==> src/rtl/instr_issue_queue.sv <==
// rtl/instr_issue_queue.sv - instruction FIFO, IR, issue FSM and field decoder ahead of stateMachine
// Optional ILLEGAL_DROP_EN: illegal head entries are dropped and flagged instead of issued.
module instr_issue_queue #(
  parameter int DEPTH = 4
) (
  input  logic                     clk,
  input  logic                     reset,
  input  logic                     in_valid,
  input  logic [15:0]              in_data,
  output logic                     in_ready,
  input  logic                     w,
  input  logic [2:0]               nsel,
  output logic                     s,
  output logic [2:0]               opcode,
  output logic [1:0]               op,
  output logic [1:0]               ALUop,
  output logic [1:0]               shift,
  output logic [2:0]               readnum,
  output logic [2:0]               writenum,
  output logic [15:0]              sximm5,
  output logic [15:0]              sximm8,
  output logic [$clog2(DEPTH):0]   count,
  output logic                     illegal
);

  localparam int PW = $clog2(DEPTH);
  localparam int CW = PW + 1;

  typedef enum logic [1:0] {
    IDLE  = 2'd0,
    ISSUE = 2'd1,
    RUN   = 2'd2
  } state_t;

  state_t          state_q, state_d;
  logic [15:0]     ir_q, ir_d;
  logic [15:0]     mem_q [DEPTH];
  logic [15:0]     mem_d [DEPTH];
  logic [PW-1:0]   wr_ptr_q, wr_ptr_d;
  logic [PW-1:0]   rd_ptr_q, rd_ptr_d;
  logic [CW-1:0]   count_q, count_d;
  logic [15:0]     head;
  logic            push;
  logic            pop;
  logic            head_legal;

  assign head     = mem_q[rd_ptr_q];
  assign in_ready = (count_q != CW'(DEPTH));
  assign push     = in_valid && in_ready;

`ifdef ILLEGAL_DROP_EN
  logic illegal_q, illegal_d;

  // opcode 101 with any op, or opcode 110 with op 00/10 (op[0] clear)
  assign head_legal = (head[15:13] == 3'b101) ||
                      ((head[15:13] == 3'b110) && (head[11] == 1'b0));
  assign illegal    = illegal_q;
`else
  assign head_legal = 1'b1;
  assign illegal    = 1'b0;
`endif

  always_comb begin
    state_d  = state_q;
    ir_d     = ir_q;
    pop      = 1'b0;
`ifdef ILLEGAL_DROP_EN
    illegal_d = illegal_q;
`endif
    unique case (state_q)
      IDLE: begin
        if (w && (count_q != '0)) begin
          pop = 1'b1;
          if (head_legal) begin
            ir_d    = head;
            state_d = ISSUE;
          end else begin
`ifdef ILLEGAL_DROP_EN
            illegal_d = 1'b1;
`endif
          end
        end
      end
      ISSUE: state_d = RUN;
      RUN: begin
        if (w) state_d = IDLE;
      end
      default: state_d = IDLE;
    endcase
  end

  always_comb begin
    mem_d    = mem_q;
    wr_ptr_d = wr_ptr_q;
    rd_ptr_d = rd_ptr_q;
    if (push) begin
      mem_d[wr_ptr_q] = in_data;
      wr_ptr_d        = wr_ptr_q + PW'(1);
    end
    if (pop) begin
      rd_ptr_d = rd_ptr_q + PW'(1);
    end
    count_d = count_q + CW'(push) - CW'(pop);
  end

  always_ff @(posedge clk or negedge reset) begin
    if (!reset) begin
      state_q  <= IDLE;
      ir_q     <= 16'h0000;
      mem_q    <= '{default: 16'h0000};
      wr_ptr_q <= '0;
      rd_ptr_q <= '0;
      count_q  <= '0;
`ifdef ILLEGAL_DROP_EN
      illegal_q <= 1'b0;
`endif
    end else begin
      state_q  <= state_d;
      ir_q     <= ir_d;
      mem_q    <= mem_d;
      wr_ptr_q <= wr_ptr_d;
      rd_ptr_q <= rd_ptr_d;
      count_q  <= count_d;
`ifdef ILLEGAL_DROP_EN
      illegal_q <= illegal_d;
`endif
    end
  end

  assign s      = (state_q == ISSUE);
  assign count  = count_q;
  assign opcode = ir_q[15:13];
  assign op     = ir_q[12:11];
  assign ALUop  = ir_q[12:11];
  assign shift  = ir_q[4:3];
  assign sximm5 = {{11{ir_q[4]}}, ir_q[4:0]};
  assign sximm8 = {{8{ir_q[7]}}, ir_q[7:0]};

  always_comb begin
    unique case (nsel)
      3'b100:  readnum = ir_q[10:8];
      3'b010:  readnum = ir_q[7:5];
      3'b001:  readnum = ir_q[2:0];
      default: readnum = 3'b000;
    endcase
  end

  assign writenum = readnum;

endmodule

==> config.mk <==
export PLATFORM = sky130hd
export DESIGN_NAME = instr_issue_queue
export DESIGN_NICKNAME = d
export VERILOG_FILES = /design/src/rtl/instr_issue_queue.sv
export SDC_FILE = /design/constraint.sdc
export NUM_CORES = 1
export LEC_CHECK = 0
export BUFFER_PORTS_ARGS = -buffer_cell sky130_fd_sc_hd__clkbuf_2
export CORE_UTILIZATION = 51
export DETAILED_ROUTE_END_ITERATION = 8
export PLACE_DENSITY = 0.76
export SETUP_SLACK_MARGIN = 0.3
export SYNTH_ARGS = -nofsm -noshare
export SYNTH_HDL_FRONTEND = slang
export SYNTH_SLANG_ARGS = --single-unit
==> constraint.sdc <==
create_clock -name clk -period 2.5 [get_ports clk]
set_clock_uncertainty 0.05 [all_clocks]
set_input_delay 0.375 -clock clk [delete_from_list [all_inputs] [get_ports clk]]
set_output_delay 0.375 -clock clk [all_outputs]
set_load 0.02 [all_outputs]
# Word-level counts from Yosys, hierarchy flattened
# Cells that the tools add are included.
[classes] n_eq_ne=8 reduce_logical=7 n_addsub=4 n_lt_le_gt_ge=3 bitwise=2 muxes=12
[ops] op="64-bit bitwise mux" n=1
[ops] op="16-bit 2-to-1 mux" n=3
[ops] op="16-bit binary-select mux with 2-bit select" n=1
[ops] op="16-bit demux with 2-bit select" n=1
[ops] op="3-bit case mux with 3 select lines" n=1
[ops] op="3-bit >= comparator, second input constant" n=2
[ops] op="2-bit inverter with 3-bit output" n=2
[ops] op="2-bit case mux with 3 select lines" n=1
[ops] op="2-bit by 1-bit adder with 2-bit output, second input constant" n=2
[ops] op="2-bit 2-to-1 mux" n=2
[ops] op="2-bit inequality test, second input constant" n=2
[ops] op="2-bit AND reduction" n=2
[ops] op="3-bit by 1-bit adder with 3-bit output" n=1
[ops] op="3-bit by 1-bit == test with 1-bit output, second input constant" n=1
[ops] op="3-bit by 2-bit == test with 1-bit output, second input constant" n=1
[ops] op="3-bit == test, second input constant" n=1
[ops] op="1-bit logical AND" n=3
[ops] op="3-bit by 1-bit less-than comparator with 1-bit output, second input constant" n=1
[ops] op="3-bit inequality test, second input constant" n=1
[ops] op="3-bit nonzero test" n=1
[ops] op="3-bit by 1-bit subtractor with 3-bit output" n=1
[ops] op="2-bit by 1-bit == test with 1-bit output, second input constant" n=1
[ops] op="2-bit == test, second input constant" n=1
[ops] op="2-bit logical NOT" n=1
[ops] op="1-bit 2-to-1 mux" n=2
[totals] register_bits=89 output_inout_bits=53 word_cells=45 inputBits=23

# Logic depth before layout (Yosys ltp)
# Gate-level depths: netlist (run 1).
[depth] word_depth=6 mapped_depth=11 depth_no_buf=9

# Least setup slack after synthesis (run 1)
# OpenSTA, ideal clock, no wires.
[synth_path] path_kind="register -> register" start="reg count_q[1], in the netlist count[1]" end="reg count_q[2], in the netlist count[2]" stages_incl_launch_ff=12 arrival_ns=2.335 path_buffers=2 slack_ns=-0.018 setup_ns=0.133 period_less_slack_ns=2.518 t_required_ns=2.317 cell_sequence="dfrtp_1 > nor3_1 > and3b_1 > buf_6 > buf_6 > ha_1 > inv_1 > ha_1 > inv_1 > fa_1 > xnor2_1 > xnor2_1"
[synth_between] elab_chain_len=5 word_cells_on_any_way=8 cone_classes="2 x add/sub; 1 x eq/ne; 2 x mux; 3 x reduce/logical"
[synth_rtl] item="start: declaration" line_no="41" text="logic [CW-1:0] count_q, count_d;"
[synth_rtl] item="start signal: assignment" line_no="123" text="count_q <= count_d;"
[synth_rtl] item="3-bit nonzero test" line_no="72" text="if (w && (count_q != '0)) begin"
[synth_rtl] item="1-bit logical AND" line_no="72"
[synth_rtl] item="1-bit 2-to-1 mux" line_no="72"
[synth_rtl] item="1-bit 2-to-1 mux" line_no="70" text="unique case (state_q)"
[synth_rtl] item="via pop" line_no="44" text="logic pop;"
[synth_rtl] item="3-bit by 1-bit subtractor with 3-bit output" line_no="103" text="count_d = count_q + CW'(push) - CW'(pop);"
[synth_rtl] item="via count_d[2]" line_no="41"
# The timed path passes the listed nets, and every way through them passes these cells.
# A chain may end at the register's enable or synchronous reset.

# Final worst setup path (run 1)
[layout_path] start="reg count_q[1], in the netlist count[1]" end="reg count_q[2], in the netlist count[2]"
[layout_between] elab_chain_len=5 word_cells_on_any_way=8 cone_classes="2 x add/sub; 1 x eq/ne; 2 x mux; 3 x reduce/logical"
[layout_rtl] item="parallel branches: the longest is 4 deep, another holds 3-bit by 1-bit adder with 3-bit output"
[layout_rtl] item="3-bit by 1-bit subtractor with 3-bit output (*)" line_no="103"
[layout_rtl] item="via count_d[2]" line_no="41"
# Mark *: on every way through the listed nets, which the timed path passes.

==> results of run 1 <==
-- worst min path at each step --
| stage | startpoint | endpoint | slack, ps |
|---|---|---|---|
| 2_1_floorplan | reset | count[0] | 30 |
| 3_3_place_gp | reset | mem_q[55] | 310 |
| 3_5_place_dp | reset | mem_q[39] | 310 |
| 4_1_cts | in_data[3] | mem_q[35] | 230 |
| 5_1_grt | in_data[8] | mem_q[40] | 230 |
| 6_report | in_data[3] | mem_q[35] | 240 |
-- registers in the layout, indices dropped and copies added, names as in the netlist --
signal and cells:
mem_q 64, rd_ptr_q 2, state_q 2, ir_q 16
wr_ptr_q 2, count 3
-- cells in the final DEF, fill, tap and decap left out, drive strengths merged, types with 2 or more instances in the layout --
cell / n
a22oi: 3
and3b: 2
buf: 13
clkbuf: 83
dfrtp: 89
ha: 6
inv: 8
mux2: 81
mux4: 16
nand2: 4
nand3: 4
nor2b: 3
nor3b: 2
o21ai: 3
xnor2: 3
xor2: 2
-- report_power, final --
group	total (W)	switching [W]	internal, W
combinational	0.00352	0.00153	0.00199
clock	0.00104	0.000534	0.000502
sequential	0.00270	0.000507	0.00220
total	0.00726	0.00257	0.00468
-- stage by stage --
stage               worst slack (ps)  total power, W  std cells  utilization, %  hold WS (ps)
floorplan                        154         0.00591        287               -          29.4
global placement                 325         0.00610        419            53.9           306
detailed placement               264         0.00622        419            53.9           312
CTS                              310         0.00732        440            56.8           227
global route                     267         0.00774        441            57.0           230
finish                           355         0.00726        441            57.0           238
-- metal layers --
| layer | GRT usage [%] | share of wire (%) |
|---|---|---|
| met1 | 25.0 | 46 |
| met2 | 28.7 | 49 |
| met3 | 4.03 | 3.5 |
| met4 | 6.62 | 1.5 |
| met5 | 0 | 0 |
-- cell type report --
| cell class | count | share of cell area, % |
|---|---|---|
| inverters | 5 | 0.379 |
| flip-flops and latches | 89 | 45.1 |
| multi-input cells | 136 | 37.5 |
| well taps | 108 | 2.73 |
| clock buffers | 10 | 2.78 |
| clock inverters | 6 | 1.47 |
| repair buffers | 87 | 10.1 |
-- what timing repair did --
action                                 4_1_cts  5_1_grt
endpoints found under the hold margin       32        0
setup endpoints to repair                    1        1
pin swaps                                    0        4
buffers inserted                             4        1
hold buffers                                 1        0
resized for setup                            1        1
-- worst max-delay path: stages (launching register included) --
cell and delay, ps:
dfrtp_2 440, or3b_4 430, nand2_4 100, ha_4 200, inv_2 60, ha_4 120, inv_2 30, fa_2 340
xnor2_2 140, xnor2_1 120
-- kinds of logic (layout without fill, tap and decap cells) --
| group | Yosys count | count (layout) |
|---|---|---|
| flops | 89 | 89 |
| mux | 97 | 97 |
| fa+ha+maj | 7 | 7 |
| other cells | 1 | 1 |
| compound gates | 6 | 6 |
| simple gates | 20 | 20 |
| xor+xnor | 5 | 5 |
| buf+inv | 62 | 108 |
==> flow_metrics.tcl, run 1 <==
set metrics [dict create \
    outcome "complete, no violations" \
    vias_per_cell 5.23 \
    synth_flop_cell "dfrtp_1" \
    rsz0062_at_grt "true" \
    drtPass1Iterations 4 \
    yosysMostFrequentCell "dfrtp_1" \
    grt_usage_pct 18.2 \
    synth_common_cells "dfrtp_1 (89), mux2_4 (48), buf_4 (46)" \
    clk_latency_ps 360 \
    synth_compound_area_share_pct 0.827 \
    synth_top_area_cell "dfrtp_1" \
    clk_path_buf_depth 2 \
    period_share_pct 85.8 \
    period_needed_ps 2150 \
    dpl-instance-area_sq_um 4680 \
    ys_seq_elements 89 \
    cp-end-kind "flop" \
    dp_hpwl_microns 5010 \
    wl_per_cell_microns 17.2 \
    synthCells 287 \
    r2r_slack_ps 350 \
    drcViolationCount 0 \
    synthSimpleGateAreaFrac_pct 3.75 \
    async_flop_share_pct 100 \
    required_ps 2690 \
    critical_path.startpoint "count[1]" \
    ios 76 \
    port_buffers 74 \
    avgSynthCellArea_sq_um 15.8 \
    cp_max_fo 4 \
    grt_start_max_net_pins 36 \
    overflow 0 \
    syn_nets 317 \
    antenna_found_initial 0 \
    max_freq_mhz 466 \
    hold_viol 0 \
    clock_sinks 89 \
    drt_iter0_drc 107 \
    yosysWarningCount 0 \
    multiInputGateArea_sq_um 1850 \
    seq_area_frac_synth_pct 49.0 \
    arrival_ps 2340 \
    die_area_sq_um 9280 \
    cts-root-buf "clkbuf_8" \
    rows 34 \
    synth_top_area_share_pct 49.0 \
    synthXorXnorAreaFrac_pct 0.964 \
    cap_violations 0 \
    area_growth_pct 8.93 \
    initial_core_util_pct 52.3 \
    crit_type "reg2reg" \
    r2r_cells 9 \
    worstHoldPathCells 2 \
    core_area_sq_um 8680 \
    vias 2305 \
    clkSlewWorstSetupHoldPaths_ps 100 \
    tritoncts "built" \
    seq_area_sq_um 2230 \
    synth-edff-count 0 \
    setup.worst_path.start_class "flop" \
    r2r_end "count[2]" \
    synthMuxAreaShare_pct 32.0 \
    synth_area_leaders "dfrtp_1 (49%), mux2_4 (16%), mux2_2 (8.2%)" \
    slew_viol_final 0 \
    critPathCapture "count[2]" \
    syn_area_sq_um 4540 \
    fin_nets 358 \
    grt_pass1_vias 2312 \
    r2r_start "count[1]" \
    power_density_nw_per_um2 1470 \
    drt-total-wl_microns 7580 \
    finalSetupViolCount 0 \
    gp_congestion 0.692 \
    synth_fa_ha_area_share_pct 2.09 \
    synth.distinct_cells 26 \
    htreeDepth 3 \
    final_cell_area_sq_um 4950 \
    die_w_microns 96.4 \
    leakage_nw 2.39 \
    synth_top_family_by_area "multiplexers" \
    cts_buffers 9 \
    fp.dieH_microns 96.4 \
    final.setup.tns_ps 0 \
    grt_pass1_wl_microns 12000 \
    min_path_type "in2reg" \
    antenna-diode-count 0 \
    layout-drive-gt1-share_pct 64.9 \
    vdd_drop_max_mv 0.838 \
    nFillCells 717 \
    antenna_left 0 \
]
No activity file was read; power rests on OpenSTA's default activity.
==> run 2: changes to the inputs <==
--- a/config.mk
+++ b/config.mk
@@ -6,9 +6,9 @@
 export NUM_CORES = 1
 export LEC_CHECK = 0
 export BUFFER_PORTS_ARGS = -buffer_cell sky130_fd_sc_hd__clkbuf_2
-export CORE_UTILIZATION = 51
+export CORE_UTILIZATION = 55
 export DETAILED_ROUTE_END_ITERATION = 8
-export PLACE_DENSITY = 0.76
+export PLACE_DENSITY = 0.78
 export SETUP_SLACK_MARGIN = 0.3
 export SYNTH_ARGS = -nofsm -noshare
 export SYNTH_HDL_FRONTEND = slang
==> constraint.sdc (replaced) <==
create_clock -name clk -period 2.06 [get_ports clk]
set_clock_uncertainty 0.05 [all_clocks]
set_input_delay 0.309 -clock clk [delete_from_list [all_inputs] [get_ports clk]]
set_output_delay 0.309 -clock clk [all_outputs]
set_load 0.02 [all_outputs]
==> run 2 against run 1 <==
Compared with the run above: the flow now finishes with violations (setup timing); via count grew 3.6%; flip-flop and latch count stayed put; cell count rose by 2.0%; die area decreased by 7.1%; sequential power is 20% higher; global-route usage up 2.1 points; count of clock-buffer cells in the layout up 1; worst hold slack worse by 54 ps; critical path depth stayed put; power rose by 23%; register-to-register slack worse by 370 ps.
==> flow_metrics.tcl, run 2 (synthesis gave the netlist of run 1 again) <==
set metrics [dict create \
    seq_area_sq_um 2230 \
    dp_hpwl_microns 5060 \
    max_stage_delay_ps 420 \
    gp_congestion 0.712 \
    clkSlewWorstSetupHoldPaths_ps 90 \
    vdd_drop_max_mv 1.03 \
    drt_iter0_drc 109 \
    power_density_nw_per_um2 1750 \
    violations "setup timing" \
    r2r_cells 9 \
    grt_pass1_wl_microns 12900 \
    core_area_sq_um 7850 \
    vias 2389 \
    clk_path_buf_depth 2 \
    fin_util_pct 65.1 \
    rsz0062_at_grt "true" \
    vias_per_cell 5.31 \
    required_ps 2250 \
    antenna_left 0 \
    final_cell_area_sq_um 5110 \
    period_needed_ps 2080 \
    antenna_found_initial 0 \
    die_area_sq_um 8620 \
    setup.worst_path.start_class "flop" \
    nFillCells 575 \
    cp-end-kind "flop" \
    top_register "mem_q" \
    wl_per_cell_microns 17.1 \
    drcViolationCount 0 \
    multiInputGateArea_sq_um 1850 \
    worstHoldPathCells 2 \
    clk_latency_ps 350 \
    initial_core_util_pct 57.9 \
    antenna-diode-count 0 \
    leakage_nw 2.48 \
    clock_sinks 89 \
    grt_pass1_vias 2578 \
    drt-total-wl_microns 7680 \
    cts-root-buf "clkbuf_8" \
    layout.cells.most_common "dfrtp_1" \
    ios 76 \
    drtPass1Iterations 4 \
    htreeDepth 3 \
    grt_start_max_net_pins 39 \
    finalSetupViolCount 1 \
    die_w_microns 92.9 \
    max_freq_mhz 481 \
    mostFrequentLayoutCells "dfrtp_1 (85), clkbuf_2 (72), mux2_4 (48)" \
    min_path_type "in2reg" \
    overflow 0 \
    layout-drive-gt1-share_pct 67.0 \
    area_growth_pct 12.6 \
    outcome "finished, violations left" \
    cap_violations 0 \
    critical_path.cell_chain "or3b_4 -> nand2_4 -> ha_4 -> inv_2 -> ha_4 -> inv_2 -> fa_2 -> xnor2_2 -> xnor2_1" \
    slowest_stage "dfrtp_2" \
    rows 32 \
    grt_usage_pct 20.3 \
    fin_ws_ps -19.3 \
    crit_type "reg2reg" \
    arrival_ps 2270 \
    port_buffers 74 \
    dpl-instance-area_sq_um 4710 \
    hold_viol 0 \
    cts_buffers 9 \
    slew_viol_final 0 \
    fin_nets 373 \
    tritoncts "built" \
    period_share_pct 101 \
    finalPower_w 0.00894 \
    largest_reg_flops 64 \
    hold-worst-slack_ps 184 \
    fp.dieH_microns 92.9 \
    cp_max_fo 3 \
]
==> run 2: changes by cell type in the layout (fill, tap and decap cells not counted), sizes merged <==
cell	delta
buf	+15
bufinv	-1
clkbuf	+1
clkinv	+2
inv	-2
==> run 2: worst max-delay path: cells and delay by family (launching register included) <==
kind,cells,cell delay [ps]
and+or+nand+nor,2,500
xor gates and xnor gates,2,260
buffers and inverters,2,90
DFF,1,420
adders and majority gates,3,660
==> run 2: power breakdown <==
part | internal [W] | switching, W
registers | 0.00267 | 0.000582
logic | 0.00260 | 0.00196
clock network | 0.000511 | 0.000623
==> run 2: path summary, 6_finish.rpt <==
| check | slack [ps] | from | endpoint |
|---|---|---|---|
| setup / recovery | -20 | count[0] | count[2] |
| hold / removal | 180 | in_data[7] | mem_q[55] |
| setup reg to reg | -20 | count[0] | count[2] |
| hold reg to reg | 460 | mem_q[1] | mem_q[1] |
| max in group asynchronous | 1010 | reset | ir_q[7] |
| min in group asynchronous | 410 | reset | mem_q[19] |
==> run 2: cell type report <==
| class | instances | area share, % |
|---|---|---|
| inverters | 5 | 0.367 |
| flip-flops and latches | 89 | 43.7 |
| clock inverters | 5 | 0.759 |
| clock buffers | 11 | 2.96 |
| multi-input cells | 136 | 36.2 |
| well taps | 102 | 2.50 |
| repair buffers | 102 | 13.5 |
==> run 2: per-layer routing <==
layer / global-route usage [%] / part of all wire (%) / vias up
li1: - / - / 1083
met1: 25.5 / 43 / 1222
met2: 33.0 / 50 / 67
met3: 5.17 / 4.0 / 17
met4: 9.74 / 3.0 / 0
met5: 0 / 0 / -
==> run 2: timing repair <==
action / CTS / global route
buffers inserted: 10 / 3
hold endpoints to repair: 35 / 0
hold buffers: 1 / 0
setup endpoints to repair: 69 / 74
pin swaps: 7 / 1
gates resized for setup: 6 / 3
==> run 2: metrics by stage <==
step	TNS (ps)	setup WS, ps	std cells
global placement	-41.2	-41.2	420
floorplan	-484	-286	287
CTS	-42.2	-42.2	447
detailed placement	-89.7	-85.9	420
finish	-19.3	-19.3	450
global route	-115	-104	450
==> run 3: changes to the inputs <==
--- a/config.mk
+++ b/config.mk
@@ -8,6 +8,7 @@
 export BUFFER_PORTS_ARGS = -buffer_cell sky130_fd_sc_hd__clkbuf_2
 export CORE_UTILIZATION = 55
 export DETAILED_ROUTE_END_ITERATION = 8
+export MAX_ROUTING_LAYER = met4
 export PLACE_DENSITY = 0.78
 export SETUP_SLACK_MARGIN = 0.3
 export SYNTH_ARGS = -nofsm -noshare
==> run 3 against run 2 <==
Compared with the run above: utilization is the same; count of clock-buffer cells in the layout is the same; non-clock buffer count is the same; flip-flop and latch count is the same; sequential share of layout area is the same; largest power group unchanged; critical path type unchanged; the run still ends with setup timing left.
==> flow_metrics.tcl, run 3 (synthesis gave the netlist of run 1 again) <==
set metrics [dict create \
    overflow 0 \
    cts-root-buf "clkbuf_8" \
    hold_viol 0 \
    fin_util_pct 65.1 \
    nFillCells 575 \
    initial_core_util_pct 57.9 \
    grt_start_max_net_pins 39 \
    cp_max_fo 3 \
    core_area_sq_um 7850 \
    die_area_sq_um 8620 \
    top_register "mem_q" \
    hold_end "mem_q[55]" \
    fp.dieH_microns 92.9 \
    ios 76 \
    violations "setup timing" \
    htreeDepth 3 \
    fin_ws_ps -22.1 \
    antenna-diode-count 0 \
    grt_pass1_vias 2571 \
    area_growth_pct 12.6 \
    layout.cells.most_common "dfrtp_1" \
    placed_cells 420 \
    r2r_end "count[2]" \
    vias_per_cell 5.31 \
    crit_type "reg2reg" \
    setup.worst_path.start_class "flop" \
    die_w_microns 92.9 \
    tritoncts "built" \
    seq_area_sq_um 2230 \
    fin_cells 450 \
    rsz0062_at_grt "true" \
    period_needed_ps 2080 \
    vias 2390 \
    port_buffers 74 \
    mostFrequentLayoutCells "dfrtp_1 (85), clkbuf_2 (72), mux2_4 (48)" \
    r2r_slack_ps -20 \
    min_path_type "in2reg" \
    grt_pass1_wl_microns 12900 \
    multiInputGateArea_sq_um 1850 \
    rows 32 \
    largest_reg_flops 64 \
    gp_congestion 0.720 \
    finalSetupViolCount 1 \
    drtPass1Iterations 4 \
    placement.setup.worst_slack_ps -85.9 \
    slew_viol_final 0 \
    min_from "in_data[7]" \
    vdd_drop_max_mv 1.03 \
    drt-total-wl_microns 7680 \
    clock_sinks 89 \
    drcViolationCount 0 \
    power_density_nw_per_um2 1750 \
    fin_nets 373 \
    r2r_cells 9 \
    required_ps 2250 \
    dp_hpwl_microns 5060 \
    layout-drive-gt1-share_pct 67.0 \
    wl_per_cell_microns 17.1 \
    worstHoldPathCells 2 \
    drt_iter0_drc 115 \
    arrival_ps 2280 \
    outcome "finished, violations left" \
    antenna_found_initial 0 \
    period_share_pct 101 \
    cap_violations 0 \
    r2r_start "count[0]" \
    cts_buffers 9 \
    max_freq_mhz 480 \
    antenna_left 0 \
    cp-end-kind "flop" \
    leakage_nw 2.48 \
    clk_path_buf_depth 2 \
    clk_latency_ps 350 \
    clkSlewWorstSetupHoldPaths_ps 90 \
    grt_usage_pct 20.9 \
]
## run 3: metal layers
metal  routed length (microns)  global-route usage, %  vias up
li1                          -                      -     1083
met1                      3290                   25.6     1223
met2                      3870                   33.1       67
met3                       299                   4.93       17
met4                       227                   9.74        0
met5                         0                      -        -
## run 3: how the worst max path moves through the flow
stage,startpoint,end,depth (start not counted)
final,count[0],count[2],9
after global routing,count[0],count[2],9
after CTS,count[1],count[2],9
after detailed placement,count[0],count[2],9
after global placement,count[0],count[2],9
after floorplan,count[1],count[2],11
## run 3: through the flow
stage / setup TNS, ps / hold slack (ps) / instance area [sq um] / total power, W
after floorplan: -484 / -36.6 / 4600 / 0.00718
after global placement: -41.2 / 256 / 4710 / 0.00742
after detailed placement: -89.7 / 261 / 4710 / 0.00760
after CTS: -42.2 / 174 / 5080 / 0.00896
after global routing: -118 / 177 / 5110 / 0.00950
final: -22.1 / 185 / 5110 / 0.00894
## run 3: final cells by class
| type | count | area share (%) |
|---|---|---|
| clock inverter | 5 | 0.759 |
| clock buffer | 11 | 2.96 |
| sequential | 89 | 43.7 |
| inverter | 5 | 0.367 |
| timing repair buffer | 102 | 13.5 |
| multi-input combinational | 136 | 36.2 |
| tap | 102 | 2.50 |
## run 3: worst max-delay path, stage by stage, from the launching register on
cell	delay [ps]
dfrtp_2	420
or3b_4	420
nand2_4	80
ha_4	200
inv_2	60
ha_4	120
inv_2	30
fa_2	340
xnor2_2	140
xnor2_1	120
## run 3: timing repair
item / 4_1_cts / 5_1_grt
buffers inserted: 10 / 3
hold buffers: 1 / 0
pin swaps: 7 / 1
gates cloned: 0 / 0
resized for setup: 6 / 3
endpoints found under the hold margin: 35 / 0
setup endpoints to repair: 69 / 74
## run 3: power by group
group | internal [W] | switching (W)
Combinational | 0.00260 | 0.00196
Clock | 0.000511 | 0.000622
Sequential | 0.00267 | 0.000581
Total | 0.00578 | 0.00316
